### config.mk
export PLATFORM = sky130hd
export DESIGN_NAME = seq_shifter
export DESIGN_NICKNAME = d
export VERILOG_FILES = /design/src/rtl/seq_shifter.sv
export SDC_FILE = /design/constraint.sdc
export NUM_CORES = 1
export LEC_CHECK = 0
export ABC_AREA = 1
export CAP_MARGIN = 0
export CELL_PAD_IN_SITES_DETAIL_PLACEMENT = 0
export CELL_PAD_IN_SITES_GLOBAL_PLACEMENT = 1
export CORE_ASPECT_RATIO = 0.6
export CORE_UTILIZATION = 36
export CTS_CLUSTER_DIAMETER = 50
export DETAILED_ROUTE_END_ITERATION = 16
export GPL_TIMING_DRIVEN = 0
export PLACE_DENSITY = 0.9
export SLEW_MARGIN = 20
export SYNTH_ARGS = -nofsm -noshare
export SYNTH_HDL_FRONTEND = slang
export SYNTH_SLANG_ARGS = --single-unit
### constraint.sdc
create_clock -name clk -period 4.7 [get_ports clk]
set_clock_uncertainty 0.15 [all_clocks]
set_input_delay 0.705 -clock clk [delete_from_list [all_inputs] [get_ports clk]]
set_output_delay 0.705 -clock clk [all_outputs]
set_load 0.01 [all_outputs]
### src/rtl/seq_shifter.sv
// Multi-cycle shift unit: SLL/SRL/ROL/SRA by a run-time amount, up to STEP
// bit positions per cycle, driven through a start/busy/done handshake.
module seq_shifter #(
    parameter int N    = 32,
    parameter int SHW  = 5,
    parameter int STEP = 1
) (
    input  logic           clk,
    input  logic           rst,
    input  logic           start,
    input  logic [1:0]     mode,
    input  logic [N-1:0]   a,
    input  logic [SHW-1:0] shamt,
    output logic           busy,
    output logic           done,
    output logic [N-1:0]   result
);

    typedef enum logic [1:0] {
        IDLE  = 2'd0,
        SHIFT = 2'd1,
        DONE  = 2'd2
    } state_t;

    localparam logic [1:0] MODE_SLL = 2'b00;
    localparam logic [1:0] MODE_SRL = 2'b01;
    localparam logic [1:0] MODE_ROL = 2'b10;
    localparam logic [1:0] MODE_SRA = 2'b11;

    // STEP may equal N, so it needs one more bit than the shift amount.
    localparam logic [SHW:0] STEP_W = (SHW+1)'(STEP);

    state_t           state_r;
    state_t           state_nx_s;
    logic [N-1:0]     data_r;
    logic [SHW-1:0]   rem_r;
    logic [1:0]       mode_r;
    logic [SHW:0]     k_s;
    logic [SHW-1:0]   rem_nx_s;
    logic [N-1:0]     shifted_s;
    logic [2*N-1:0]   rot_s;

    // Per-step shift: k = min(STEP, rem) positions in the latched mode.
    always_comb begin
        k_s       = {(SHW+1){1'b0}};
        rem_nx_s  = rem_r;
        shifted_s = data_r;
        rot_s     = {data_r, data_r} << k_s;
        if ({1'b0, rem_r} < STEP_W) begin
            k_s = {1'b0, rem_r};
        end else begin
            k_s = STEP_W;
        end
        rot_s    = {data_r, data_r} << k_s;
        rem_nx_s = rem_r - k_s[SHW-1:0];
        case (mode_r)
            MODE_SLL: shifted_s = data_r << k_s;
            MODE_SRL: shifted_s = data_r >> k_s;
            MODE_ROL: shifted_s = rot_s[2*N-1:N];
            MODE_SRA: shifted_s = $signed(data_r) >>> k_s;
            default:  shifted_s = data_r;
        endcase
    end

    // State register.
    always_ff @(posedge clk) begin
        if (rst) begin
            state_r <= IDLE;
        end else begin
            state_r <= state_nx_s;
        end
    end

    // Next-state logic; start is only looked at in IDLE.
    always_comb begin
        state_nx_s = state_r;
        case (state_r)
            IDLE: begin
                if (start) begin
                    if (shamt != {SHW{1'b0}}) begin
                        state_nx_s = SHIFT;
                    end else begin
                        state_nx_s = DONE;
                    end
                end else begin
                    state_nx_s = IDLE;
                end
            end
            SHIFT: begin
                if (rem_nx_s == {SHW{1'b0}}) begin
                    state_nx_s = DONE;
                end else begin
                    state_nx_s = SHIFT;
                end
            end
            DONE:    state_nx_s = IDLE;
            default: state_nx_s = IDLE;
        endcase
    end

    // Datapath registers: operand capture on accepted start, one step per SHIFT cycle.
    always_ff @(posedge clk) begin
        if (rst) begin
            data_r <= {N{1'b0}};
            rem_r  <= {SHW{1'b0}};
            mode_r <= 2'b00;
        end else begin
            case (state_r)
                IDLE: begin
                    if (start) begin
                        data_r <= a;
                        rem_r  <= shamt;
                        mode_r <= mode;
                    end
                end
                SHIFT: begin
                    data_r <= shifted_s;
                    rem_r  <= rem_nx_s;
                end
                default: begin
                    data_r <= data_r;
                    rem_r  <= rem_r;
                end
            endcase
        end
    end

    // Moore outputs decoded from the state register only.
    always_comb begin
        busy = 1'b0;
        done = 1'b0;
        case (state_r)
            IDLE: begin
                busy = 1'b0;
                done = 1'b0;
            end
            SHIFT: begin
                busy = 1'b1;
                done = 1'b0;
            end
            DONE: begin
                busy = 1'b1;
                done = 1'b1;
            end
            default: begin
                busy = 1'b0;
                done = 1'b0;
            end
        endcase
    end

    assign result = data_r;

endmodule
==> reports/metrics.csv <==
stage,metric,value,unit
worst_setup_path,cp_num_buf_inv,2,
cts,tritoncts.num_buffers,5,
hold_path,hold_class,reg2reg,
cts,clock_insertion_delay_worst_skew,0.28,ns
timing,fin_setup_tns,0,ns
grt,grt_pass1_wl,15200,um
timing,period_share,50.6,%
synthesis,postSynthNetCount,452,
grt,grt_max_degree,13,
floorplanning,floorplan.die.width,113,um
worst_setup_path,regToRegStartpoint,state_r[1],
cts,htree_levels,2,
synthesis,ys_warnings,0,
routing,route.met2.wl,3970,um
floorplanning,initial_core_util,38.5,%
routing,vias,3246,
worst_setup_path,crit_fanout,2,
grt,globalRoute.totalOverflow,0,
power,pwrdens,426,nW/um^2
cts,cts_root_buffer,sky130_fd_sc_hd__clkbuf_16,
worst_setup_path,critPathKind,reg2out,
worst_setup_path,worst-r2r-cell-count,10,
grt,globalRouteTotalUtil,25.5,%
floorplanning,die_area,7750,um^2
synthesis,synth_top_area_share,30.8,%
grt,first_global_vias,3001,
routing,postRouteAntennaNets,0,
timing,worst-slew-pin-transition,0.617,ns
grt,antenna_found_initial,0,
routing,met3_wirelength,890,um
routing,drt_first_iter_violations,264,
layout,flow.area_growth_from_synthesis,38.8,%
synthesis,synth.area.top_cells,"sky130_fd_sc_hd__dfxtp_1 (31%), sky130_fd_sc_hd__a21oi_1 (19%), sky130_fd_sc_hd__nand3_1 (9.8%)",
routing,top_layer_used,met4,
worst_setup_path,r2r-end,result[26],
power,vdd.ir_drop.worst,0.000175,V
synthesis,synth-seq-area-share,30.8,%
cts,setup_fix_bufs_post_cts,0,
placed_design,hpwl,7130,um
placed_design,cell_area_placed,3520,um^2
timing,grt_setup_unrepaired,false,
timing,number_of_setup_violations_in_the_final_report,0,
worst_setup_path,critical-path-slowest-cell,sky130_fd_sc_hd__clkdlybuf4s50_1,
worst_setup_path,cpPeakStageDelay,0.54,ns
synthesis,synth.lib_cells_used.distinct,25,
power,total_power,1570,uW
synthesis,mappedNetlistArea,2660,um^2
placed_design,number_of_input_and_output_port_buffers_inserted,75,
run_status,status,"finished, final reports clean",
cts,ctsHoldBuffers,0,
hold_path,hp-start,mode_r[1],
routing,vias_per_cell,5.65,
timing,period_minus_slack,2.38,ns
floorplanning,core.rowCount,23,
cts,clockBufferDepth,2,
layout,final_net_count,534,
floorplanning,design.core.area,6910,um^2
worst_setup_path,worstPathCellList,inv_1 > ha_1 > clkdlybuf4s50_1,
routing,wirelength_met1,4830,um
worst_setup_path,critical_path_s_top_delay_family,buffers and inverters,
placed_design,place.gp.congestion,0.861,
cts,clk_transition_reported_paths,0.06,ns
routing,totalWireLength,9720,um
routing,avgRoutedWirePerCell,16.9,um
worst_setup_path,timing.critical_path.required,3.85,ns
worst_setup_path,setup.worst_path.start_class,register,
routing,post-route-drc-count,0,
worst_setup_path,cp.arrival,1.52,ns
synthesis,post_synthesis_average_cell_area,6.57,um^2
synthesis,synth-seq-cells,41,
layout,antenna-diode-count,0,
routing,detail_route.first_pass.iterations,5,
hold_path,hold_depth,2,
cts,cts_tree,done,
synthesis,synth_top_cell_by_area,sky130_fd_sc_hd__dfxtp_1,
floorplanning,die_height,68.6,um
worst_setup_path,ff2ff_setup_slack,2.63,ns
layout,final_core_util,53.5,%
cts,cts_resized,0,
job,maxCapViolations,0,
hold_path,worstHoldEndpoint,mode_r[1],
worst_setup_path,worstSetupPathDepth,3,
timing,timing_hold_violations_final,0,
layout,post_route_cells_drive_above_1_share,6.15,%
power,p_leak,0.00146,uW
worst_setup_path,endpoint_kind,output pin,
timing,max_clock_freq,420,MHz
cts,clock-sinks,41,
timing,worst_rel_slew_slack,58.9,%
timing,report.final.slew_viol_count,0,
floorplanning,ios,76,
layout,layout.cell_area.non_filler,3690,um^2
synthesis,netlist_instances,405,
==> per-stage QoR <==
step | hold slack, ns | instances | setup slack, ns
2_1_floorplan | 0.300 | 405 | 2.99
3_3_place_gp | 0.334 | 567 | 2.14
3_5_place_dp | 0.334 | 567 | 2.07
4_1_cts | 0.343 | 575 | 2.32
5_1_grt | 0.392 | 575 | 2.10
6_report | 0.350 | 575 | 2.32
==> cell usage in the layout, fill, tap and decap left out, drive strengths merged, types with 5 or more instances in the layout <==
master and count:
a21oi 99, buf 19, clkbuf 22, clkdlybuf4s50 75
dfxtp 41, ha 5, inv 48, nand2 43
nand3 53, nand4 10, nor2 7, o211ai 21
o21ai 41
==> worst max path at each step <==
stage	start	endpoint	slack [ns]
2_1_floorplan	start	result[21]	2.99
3_3_place_gp	rst	mode_r[1]	2.14
3_5_place_dp	rst	result[11]	2.07
4_1_cts	state_r[1]	busy	2.32
5_1_grt	rst	result[14]	2.10
6_report	state_r[1]	busy	2.32
==> synthesized netlist by cell type, drive strengths merged <==
cell,count
a21oi,99
a31oi,1
buf,19
clkbuf,15
clkinv,1
dfxtp,41
ha,5
inv,48
nand2,43
nand3,53
nand4,10
nor2,7
nor3,1
o211ai,21
o21ai,41
==> kinds of logic (layout without fill, tap and decap cells) <==
family,Yosys count,after routing,share of synthesized area (%)
adders and majority gates,5,5,2.35
AOI/OAI and AO/OA,162,162,32.5
and+or+nand+nor,114,114,20.2
buffers and inverters,83,166,14.1
DFF,41,41,30.8
==> cell type report <==
| class | instances | area [um^2] |
|---|---|---|
| fillers | 693 | 3210 |
| plain buffers | 34 | 189 |
| inverters | 49 | 186 |
| clock inverters | 1 | 30.0 |
| flip-flops and latches | 41 | 821 |
| clock buffers | 7 | 143 |
| repair buffers | 75 | 751 |
| well taps | 87 | 109 |
| multi-input cells | 281 | 1470 |
==> report_power, final <==
group	internal (uW)	switching, uW	leakage [uW]
Sequential	403	46.8	0.000340
Clock	266	144	0.0000841
Combinational	284	431	0.00103
==> metal layers <==
layer | vias up | global-route usage, %
li1 | 1577 | -
met1 | 1501 | 36.8
met2 | 161 | 38.4
met3 | 7 | 6.29
met4 | 0 | 5.26
met5 | - | 0
==> sequential cells by signal (all words and copies together), names as in the netlist <==
name and count:
rem_r 5, state_r 2, result 32, mode_r 2
==> tightest hold or removal path: stages, from the launching register on <==
cell                      delay [ns]
sky130_fd_sc_hd__dfxtp_1        0.30
sky130_fd_sc_hd__inv_1          0.09
sky130_fd_sc_hd__a21oi_1        0.07
No activity file was read; power rests on OpenSTA's default activity.
